$ cat src/rtl/cam_pkg.sv
// Shared types and default sizes for the camera line-buffer readout scheduler.
//   cam_state_e : readout sequencer states
//   cam_beat_t  : one stream byte plus its frame/line markers
package cam_pkg;

  localparam int unsigned CAM_ADDR_W   = 11;
  localparam int unsigned CAM_HALF_LEN = 780;
  localparam int unsigned CAM_LINE_W   = 10;

  typedef enum logic [1:0] {
    IDLE    = 2'd0,
    WAIT_VS = 2'd1,
    ACTIVE  = 2'd2,
    FLUSH   = 2'd3
  } cam_state_e;

  typedef struct packed {
    logic       eol;
    logic       sof;
    logic [7:0] data;
  } cam_beat_t;

endpackage

$ cat src/rtl/cam_readout_sched_if.sv
// RAM read port plus outgoing byte stream of the readout scheduler.
//   master : scheduler side (drives rd_en/rd_addr and the out_* stream)
//   slave  : RAM + stream consumer side (drives rd_data and out_ready)
interface cam_readout_sched_if
  import cam_pkg::*;
#(
  parameter int unsigned ADDR_W = CAM_ADDR_W
);

  logic              rd_en;
  logic [ADDR_W-1:0] rd_addr;
  logic [7:0]        rd_data;
  logic [7:0]        out_data;
  logic              out_valid;
  logic              out_ready;
  logic              out_sof;
  logic              out_eol;

  modport master (
    output rd_en, rd_addr, out_data, out_valid, out_sof, out_eol,
    input  rd_data, out_ready
  );

  modport slave (
    input  rd_en, rd_addr, out_data, out_valid, out_sof, out_eol,
    output rd_data, out_ready
  );

endinterface

$ cat src/rtl/cam_skid_fifo.sv
// Two-entry FIFO holding {eol,sof,data}. The head entry is a register so the
// stream outputs come straight from flops.
//   pclk, rst_n : clock, async active-low reset
//   push, din   : write one beat (caller guarantees space)
//   pop         : consume head beat (only while head_vld)
//   head        : oldest beat, cleared when the FIFO empties
//   head_vld    : FIFO not empty
//   count       : occupancy 0..2
module cam_skid_fifo
  import cam_pkg::*;
(
  input  logic       pclk,
  input  logic       rst_n,
  input  logic       push,
  input  cam_beat_t  din,
  input  logic       pop,
  output cam_beat_t  head,
  output logic       head_vld,
  output logic [1:0] count
);

  cam_beat_t  tail;
  cam_beat_t  head_n;
  cam_beat_t  tail_n;
  logic [1:0] count_n;

  // Next-state of the head/tail pair for each push/pop combination.
  always_comb begin
    head_n  = head;
    tail_n  = tail;
    count_n = count;
    unique case ({push, pop})
      2'b10: begin
        if (count == 2'd0) head_n = din;
        else               tail_n = din;
        count_n = count + 2'd1;
      end
      2'b01: begin
        head_n  = (count == 2'd2) ? tail : cam_beat_t'('0);
        count_n = count - 2'd1;
      end
      2'b11: begin
        if (count == 2'd2) begin
          head_n = tail;
          tail_n = din;
        end else begin
          head_n = din;
        end
      end
      default: ;
    endcase
  end

  always_ff @(posedge pclk or negedge rst_n) begin
    if (!rst_n) begin
      head     <= '0;
      tail     <= '0;
      count    <= '0;
      head_vld <= 1'b0;
    end else begin
      head     <= head_n;
      tail     <= tail_n;
      count    <= count_n;
      head_vld <= (count_n != 2'd0);
    end
  end

endmodule

$ cat src/rtl/cam_readout_sched.sv
// Camera line-buffer readout scheduler: counts half-line-ready pulses and
// issues HALF_LEN-byte read bursts along a ring pointer, streaming the bytes
// out with frame/line markers through a 2-entry skid FIFO.
//   pclk, rst_n  : clock, async active-low reset
//   arm          : pulse, capture next frame (IDLE only)
//   continuous   : re-arm automatically after each frame
//   frame_irq    : vsync level (high = blanking)
//   half_irq     : pulse, one half-line written to RAM
//   clr_overrun  : clears the sticky overrun flag
//   bus          : RAM read port + output byte stream (master side)
//   busy         : sequencer not IDLE
//   overrun      : sticky, half_irq seen with two halves already pending
//   line_count   : lines completed in the current frame (saturating)
module cam_readout_sched
  import cam_pkg::*;
#(
  parameter int unsigned ADDR_W   = CAM_ADDR_W,
  parameter int unsigned HALF_LEN = CAM_HALF_LEN,
  parameter int unsigned LINE_W   = CAM_LINE_W
)(
  input  logic                 pclk,
  input  logic                 rst_n,
  input  logic                 arm,
  input  logic                 continuous,
  input  logic                 frame_irq,
  input  logic                 half_irq,
  input  logic                 clr_overrun,
  cam_readout_sched_if.master  bus,
  output logic                 busy,
  output logic                 overrun,
  output logic [LINE_W-1:0]    line_count
);

  localparam int unsigned       CNT_W    = (HALF_LEN > 1) ? $clog2(HALF_LEN) : 1;
  localparam logic [CNT_W-1:0]  LAST     = CNT_W'(HALF_LEN - 1);
  localparam logic [LINE_W-1:0] LINE_MAX = '1;

  cam_state_e        state;
  logic              vs_q;
  logic              vs_d;
  logic [1:0]        pending;
  logic [CNT_W-1:0]  burst_cnt;
  logic [ADDR_W-1:0] ptr;
  logic              half_idx;
  logic              sof_pend;
  logic              rd_vld_q;
  logic              rd_sof_q;
  logic              rd_eol_q;

  cam_beat_t         fifo_din;
  cam_beat_t         fifo_head;
  logic              fifo_vld;
  logic [1:0]        fifo_cnt;

  logic vs_rise_c;
  logic vs_fall_c;
  logic pop_c;
  logic space_c;
  logic rd_go_c;
  logic last_c;
  logic half_ok_c;
  logic inc_c;
  logic ovf_c;
  logic enter_act_c;
  logic drained_c;

  assign vs_rise_c   = vs_q & ~vs_d;
  assign vs_fall_c   = ~vs_q & vs_d;
  assign pop_c       = fifo_vld & bus.out_ready;
  // Occupancy plus the read returning this cycle, less the byte leaving now,
  // must leave room for one more; crediting the pop keeps 1 byte/cycle.
  assign space_c     = (3'(fifo_cnt) + 3'(rd_vld_q)) < (3'd2 + 3'(pop_c));
  // pending counts halves not fully read, so it is nonzero only in ACTIVE/FLUSH.
  assign rd_go_c     = space_c && (pending != 2'd0);
  assign last_c      = rd_go_c && (burst_cnt == LAST);
  assign half_ok_c   = half_irq && (state == ACTIVE);
  assign ovf_c       = half_ok_c && (pending == 2'd2);
  assign inc_c       = half_ok_c && (pending != 2'd2);
  assign enter_act_c = (state == WAIT_VS) && vs_fall_c;
  assign drained_c   = (pending == 2'd0) && (fifo_cnt == 2'd0) && !rd_vld_q;

  assign fifo_din      = '{eol: rd_eol_q, sof: rd_sof_q, data: bus.rd_data};
  assign bus.rd_en     = rd_go_c;
  assign bus.rd_addr   = ptr;
  assign bus.out_data  = fifo_head.data;
  assign bus.out_sof   = fifo_head.sof;
  assign bus.out_eol   = fifo_head.eol;
  assign bus.out_valid = fifo_vld;

  // Frame sequencer.
  always_ff @(posedge pclk or negedge rst_n) begin
    if (!rst_n) begin
      state <= IDLE;
      busy  <= 1'b0;
    end else begin
      unique case (state)
        IDLE: if (arm) begin
          state <= WAIT_VS;
          busy  <= 1'b1;
        end
        WAIT_VS: if (vs_fall_c) state <= ACTIVE;
        ACTIVE:  if (vs_rise_c) state <= FLUSH;
        FLUSH: if (drained_c) begin
          if (continuous) begin
            state <= WAIT_VS;
          end else begin
            state <= IDLE;
            busy  <= 1'b0;
          end
        end
        default: begin
          state <= IDLE;
          busy  <= 1'b0;
        end
      endcase
    end
  end

  // Vsync sampling, pending halves, burst walk, markers and status.
  always_ff @(posedge pclk or negedge rst_n) begin
    if (!rst_n) begin
      vs_q       <= 1'b0;
      vs_d       <= 1'b0;
      pending    <= '0;
      burst_cnt  <= '0;
      ptr        <= '0;
      half_idx   <= 1'b0;
      sof_pend   <= 1'b0;
      rd_vld_q   <= 1'b0;
      rd_sof_q   <= 1'b0;
      rd_eol_q   <= 1'b0;
      overrun    <= 1'b0;
      line_count <= '0;
    end else begin
      vs_q <= frame_irq;
      vs_d <= vs_q;

      unique case ({inc_c, last_c})
        2'b10:   pending <= pending + 2'd1;
        2'b01:   pending <= pending - 2'd1;
        default: ;
      endcase

      if (rd_go_c) burst_cnt <= last_c ? '0 : burst_cnt + CNT_W'(1);

      if (enter_act_c) begin
        ptr      <= '0;
        half_idx <= 1'b0;
        sof_pend <= 1'b1;
      end else begin
        if (rd_go_c) begin
          ptr      <= ptr + ADDR_W'(1);
          sof_pend <= 1'b0;
        end
        if (last_c) half_idx <= ~half_idx;
      end

      // Markers travel alongside the read through the RAM latency.
      rd_vld_q <= rd_go_c;
      rd_sof_q <= rd_go_c & sof_pend;
      rd_eol_q <= last_c & half_idx;

      // A new overrun wins over a same-cycle clear.
      if (ovf_c)            overrun <= 1'b1;
      else if (clr_overrun) overrun <= 1'b0;

      if (enter_act_c)
        line_count <= '0;
      else if (pop_c && fifo_head.eol && (line_count != LINE_MAX))
        line_count <= line_count + LINE_W'(1);
    end
  end

  cam_skid_fifo u_fifo (
    .pclk     (pclk),
    .rst_n    (rst_n),
    .push     (rd_vld_q),
    .din      (fifo_din),
    .pop      (pop_c),
    .head     (fifo_head),
    .head_vld (fifo_vld),
    .count    (fifo_cnt)
  );

endmodule

$ cat src/flat_wrapper.sv
// flat-port wrapper written by rule: the top's interface ports become plain ports
module cam_readout_sched_flat import cam_pkg::*;
#(
  parameter int unsigned ADDR_W   = CAM_ADDR_W,
  parameter int unsigned HALF_LEN = CAM_HALF_LEN,
  parameter int unsigned LINE_W   = CAM_LINE_W
)
  (pclk, rst_n, arm, continuous, frame_irq, half_irq, clr_overrun, busy, overrun, line_count, bus_rd_en, bus_rd_addr, bus_out_data, bus_out_valid, bus_out_sof, bus_out_eol, bus_rd_data, bus_out_ready);
  cam_readout_sched_if #(.ADDR_W(ADDR_W)) bus_i ();
  input  logic pclk;
  input  logic rst_n;
  input  logic arm;
  input  logic continuous;
  input  logic frame_irq;
  input  logic half_irq;
  input  logic clr_overrun;
  output logic busy;
  output logic overrun;
  output logic [LINE_W-1:0] line_count;
  output wire logic [$bits(bus_i.rd_en)-1:0] bus_rd_en;
  output wire logic [$bits(bus_i.rd_addr)-1:0] bus_rd_addr;
  output wire logic [$bits(bus_i.out_data)-1:0] bus_out_data;
  output wire logic [$bits(bus_i.out_valid)-1:0] bus_out_valid;
  output wire logic [$bits(bus_i.out_sof)-1:0] bus_out_sof;
  output wire logic [$bits(bus_i.out_eol)-1:0] bus_out_eol;
  input wire logic [$bits(bus_i.rd_data)-1:0] bus_rd_data;
  input wire logic [$bits(bus_i.out_ready)-1:0] bus_out_ready;
  assign bus_rd_en = bus_i.rd_en;
  assign bus_rd_addr = bus_i.rd_addr;
  assign bus_out_data = bus_i.out_data;
  assign bus_out_valid = bus_i.out_valid;
  assign bus_out_sof = bus_i.out_sof;
  assign bus_out_eol = bus_i.out_eol;
  assign bus_i.rd_data = bus_rd_data;
  assign bus_i.out_ready = bus_out_ready;
  cam_readout_sched #(.ADDR_W(ADDR_W), .HALF_LEN(HALF_LEN), .LINE_W(LINE_W)) u_core (.pclk(pclk), .rst_n(rst_n), .arm(arm), .continuous(continuous), .frame_irq(frame_irq), .half_irq(half_irq), .clr_overrun(clr_overrun), .bus(bus_i), .busy(busy), .overrun(overrun), .line_count(line_count));
endmodule
$ cat config.mk
export PLATFORM = sky130hd
export DESIGN_NAME = cam_readout_sched_flat
export DESIGN_NICKNAME = d
export VERILOG_FILES = /design/src/rtl/cam_pkg.sv /design/src/rtl/cam_readout_sched_if.sv /design/src/rtl/cam_skid_fifo.sv /design/src/rtl/cam_readout_sched.sv /design/src/flat_wrapper.sv
export SDC_FILE = /design/constraint.sdc
export NUM_CORES = 1
export LEC_CHECK = 0
export ABC_AREA = 1
export BUFFER_PORTS_ARGS = -buffer_cell sky130_fd_sc_hd__buf_2
export CORE_UTILIZATION = 51
export DETAILED_ROUTE_END_ITERATION = 10
export GPL_TIMING_DRIVEN = 1
export PLACE_DENSITY = 0.72
export SLEW_MARGIN = 20
export SYNTH_ARGS = -nofsm -noshare
export SYNTH_HDL_FRONTEND = slang
export SYNTH_SLANG_ARGS = --single-unit
$ cat constraint.sdc
create_clock -name pclk -period 2 [get_ports pclk]
set_input_delay 0 -clock pclk [delete_from_list [all_inputs] [get_ports pclk]]
set_output_delay 0 -clock pclk [all_outputs]
set_load 0.1 [all_outputs]
==> flow_results.xml <==
<?xml version="1.0" encoding="UTF-8"?>
<metrics>
  <group name="floorplanning">
    <metric name="fp.dieW" unit="um">86.0</metric>
    <metric name="core_area" unit="um^2">6790</metric>
    <metric name="floorplan.rows" unit="">30</metric>
    <metric name="ios" unit="">51</metric>
    <metric name="area_of_the_die" unit="um^2">7400</metric>
    <metric name="initial_core_utilization" unit="%">53.0</metric>
    <metric name="vertical_extent_of_the_die" unit="um">86.0</metric>
  </group>
  <group name="routing">
    <metric name="drt-wirelength-per-cell" unit="um">12.0</metric>
    <metric name="post_route_drc_violation_count" unit="">0</metric>
    <metric name="drtIter0Drc" unit="">196</metric>
    <metric name="detailedRoute.firstPassIterationCount" unit="">4</metric>
    <metric name="via_per_inst" unit="">5.04</metric>
    <metric name="postRouteAntennaNets" unit="">0</metric>
    <metric name="routed_wl" unit="um">7630</metric>
    <metric name="dr_total_vias" unit="">3194</metric>
  </group>
  <group name="synthesis">
    <metric name="synth-warning-count" unit="">0</metric>
    <metric name="post_synthesis_area_per_instance" unit="um^2">7.89</metric>
    <metric name="post-synth-top-area-cell" unit="">sky130_fd_sc_hd__dfrtp_1</metric>
    <metric name="post_synth_instance_area" unit="um^2">3600</metric>
    <metric name="synth_most_common_cell" unit="">sky130_fd_sc_hd__nand2_1</metric>
    <metric name="ys_async_sr_fraction" unit="%">100</metric>
    <metric name="synthTopCellsByArea" unit="">sky130_fd_sc_hd__dfrtp_1 47%, sky130_fd_sc_hd__nand2_1 13%, sky130_fd_sc_hd__nand3_1 6.5%</metric>
    <metric name="synth_fp_nets" unit="">486</metric>
    <metric name="ys_top_cells_by_count" unit="">125 x sky130_fd_sc_hd__nand2_1, 67 x sky130_fd_sc_hd__dfrtp_1, 51 x sky130_fd_sc_hd__inv_1</metric>
    <metric name="synth_seq_area_share" unit="%">46.6</metric>
    <metric name="synth_top_area_share" unit="%">46.6</metric>
    <metric name="synth_enable_flop_cells" unit="">0</metric>
    <metric name="number_of_storage_elements_in_the_synthesis_netlist" unit="">67</metric>
    <metric name="synth.distinct_cells" unit="">35</metric>
    <metric name="ys_dominant_reg_cell" unit="">sky130_fd_sc_hd__dfrtp_1</metric>
    <metric name="synthCells" unit="">456</metric>
  </group>
  <group name="layout">
    <metric name="final_nets" unit="">563</metric>
    <metric name="filler_cell_count" unit="">584</metric>
    <metric name="areaGrowthSynthToFinish" unit="%">21.7</metric>
    <metric name="fin_cells" unit="">634</metric>
    <metric name="drive_gt1_share" unit="%">18.4</metric>
    <metric name="antenna_cells_inserted" unit="">0</metric>
    <metric name="fin_area" unit="um^2">4380</metric>
  </group>
  <group name="placement">
    <metric name="place_congestion" unit="">0.843</metric>
    <metric name="place.detailed.instances" unit="">605</metric>
    <metric name="placement.cell_area" unit="um^2">4030</metric>
    <metric name="portBuffers" unit="">50</metric>
    <metric name="detailed_place_hpwl" unit="um">5340</metric>
    <metric name="detailedPlace.worstSlack" unit="ps">41.3</metric>
  </group>
  <group name="clocking">
    <metric name="clock_path_buffers" unit="">2</metric>
    <metric name="h-tree-depth" unit="">3</metric>
    <metric name="cts_sinks" unit="">67</metric>
    <metric name="cts-buffers-inserted" unit="">9</metric>
    <metric name="clk_transition_reported_paths" unit="ps">70</metric>
    <metric name="clk-insertion-delay-late" unit="ps">350</metric>
    <metric name="cts_tree" unit="">yes</metric>
    <metric name="clock_root_cell" unit="">sky130_fd_sc_hd__clkbuf_8</metric>
  </group>
  <group name="grt">
    <metric name="grt_overflow_total" unit="">0</metric>
    <metric name="grt_antenna_before_repair" unit="">0</metric>
    <metric name="global_route_wire_length_before_repair" unit="um">13200</metric>
    <metric name="grt_max_degree" unit="">48</metric>
    <metric name="first_global_vias" unit="">3004</metric>
    <metric name="groute.usage.overall" unit="%">22.8</metric>
  </group>
  <group name="sta">
    <metric name="layout_setup_ws" unit="ps">123</metric>
    <metric name="highest_achievable_clock_rate" unit="MHz">533</metric>
    <metric name="timing.final.max_slew_violations" unit="">0</metric>
    <metric name="report.final.hold_viol_count" unit="">0</metric>
    <metric name="relSlewSlack" unit="%">65.9</metric>
    <metric name="final_worst_path_cycle_share" unit="%">93.8</metric>
    <metric name="clock-skew-final" unit="ps">15.7</metric>
    <metric name="worst_slew_pin_slew" unit="ps">511</metric>
    <metric name="setup_violations" unit="">0</metric>
    <metric name="finalWorstPathRequiredPeriod" unit="ps">1880</metric>
  </group>
  <group name="critical_path">
    <metric name="reg2reg_slack" unit="ps">120</metric>
    <metric name="end_kind" unit="">flop</metric>
    <metric name="crit_path_start_kind" unit="">flop</metric>
    <metric name="reg2reg_to" unit="">u_core.pending[1]</metric>
    <metric name="worst_ep_required_time" unit="ps">2230</metric>
    <metric name="cp_max_fo" unit="">2</metric>
    <metric name="critical_path_arrival" unit="ps">2110</metric>
    <metric name="worst_r2r_startpoint" unit="">u_core.u_fifo.count[0]</metric>
    <metric name="r2r_cells" unit="">11</metric>
    <metric name="timing.setup.critical_path_class" unit="">flop to flop</metric>
  </group>
  <group name="job">
    <metric name="drv_cap" unit="">0</metric>
  </group>
  <group name="hold_path">
    <metric name="min_path_type" unit="">input port to flop</metric>
    <metric name="start_point_of_the_worst_min_delay_path" unit="">continuous</metric>
    <metric name="hold-path-endpoint" unit="">u_core.busy</metric>
    <metric name="whs_path_depth" unit="">4</metric>
  </group>
  <group name="status">
    <metric name="run_status" unit="">finished, final reports clean</metric>
  </group>
</metrics>
-- flip-flops by register name, summed over array words and instances, names as in the netlist, 2 cells and up --
register and count:
u_core.pending 2, u_core.burst_cnt 10, u_core.state 2, u_core.u_fifo.count 2, u_core.bus.rd_addr 11, u_core.u_fifo.tail 10, u_core.line_count 10, u_core.u_fifo.head 10
-- worst max-delay path by stage --
stage	from	endpoint	cells past startpoint
after floorplan	u_core.u_fifo.count[0]	u_core.pending[1]	11
after global placement	u_core.u_fifo.count[0]	u_core.pending[1]	11
after detailed placement	u_core.u_fifo.count[0]	u_core.pending[1]	11
after CTS	u_core.u_fifo.count[0]	u_core.pending[1]	11
after global routing	u_core.burst_cnt[0]	u_core.pending[1]	9
final	u_core.u_fifo.count[0]	u_core.pending[1]	11
-- area by class of cell --
type	count	area (um^2)	area share, %
multi-input combinational	327	1680	38.4
sequential	67	1680	38.3
timing repair buffer	74	488	11.1
inverter	54	206	4.71
clock buffer	10	138	3.14
tap	96	120	2.74
clock inverter	6	65.1	1.48
-- what timing repair did --
item / CTS / global route
hold buffers: 12 / 0
buffers inserted: 0 / 1
endpoints found under the hold margin: 38 / 0
endpoints found under the setup margin: 0 / 1
resized for setup: 0 / 5
-- worst max-delay path: stages (launching register included) --
cell and delay (ps):
sky130_fd_sc_hd__dfrtp_1 390, sky130_fd_sc_hd__ha_2 200, sky130_fd_sc_hd__ha_4 260, sky130_fd_sc_hd__nand2_2 70, sky130_fd_sc_hd__nand2_4 70, sky130_fd_sc_hd__inv_4 30
sky130_fd_sc_hd__nand2_1 70, sky130_fd_sc_hd__inv_1 50, sky130_fd_sc_hd__ha_1 290, sky130_fd_sc_hd__a21oi_1 110, sky130_fd_sc_hd__o21ai_1 80, sky130_fd_sc_hd__xor2_1 140
-- layer usage --
metal	up-vias	track usage, %	routed length, um
met1	1489	29.2	3520
met5	-	0	0
li1	1636	-	-
met3	4	4.43	317
met2	65	38.4	3720
met4	0	8.03	65
-- cells by family (layout without fill, tap and decap cells) --
logic type                 after synthesis  count (layout)  synth area share [%]
adders and majority gates               14              14                  4.87
AOI/OAI and AO/OA                       66              66                  9.91
buffers and inverters                   62             144                  7.19
xor gates and xnor gates                11              11                  2.68
and+or+nand+nor                        236             236                  28.8
DFF                                     67              67                  46.6
-- per-stage QoR --
stage	hold WS [ps]	util (%)	TNS [ps]
2_1_floorplan	-296	-	-52.7
3_3_place_gp	-10.1	59.3	0
3_5_place_dp	2.24	59.3	0
4_1_cts	23.0	64.1	0
5_1_grt	66.5	64.5	-32.3
6_report	31.9	64.5	0
-- cell usage in the layout (no fill, tap or decap), drive strengths merged, types with 3 or more instances in the layout --
cell         netlist  routed
a21oi             31      31
buf                7      62
clkbuf             1      10
clkinv             2       6
dfrtp             67      67
dlygate4sd3        0      12
ha                14      14
inv               52      52
nand2            130     130
nand3             47      47
nand4             13      13
nor2              37      37
nor3               4       4
o21ai             28      28
o21bai             3       3
xnor2              4       4
xor2               7       7
Power is not shown: default switching activity piles up to over one toggle a cycle in this logic, so the estimate is an artifact.
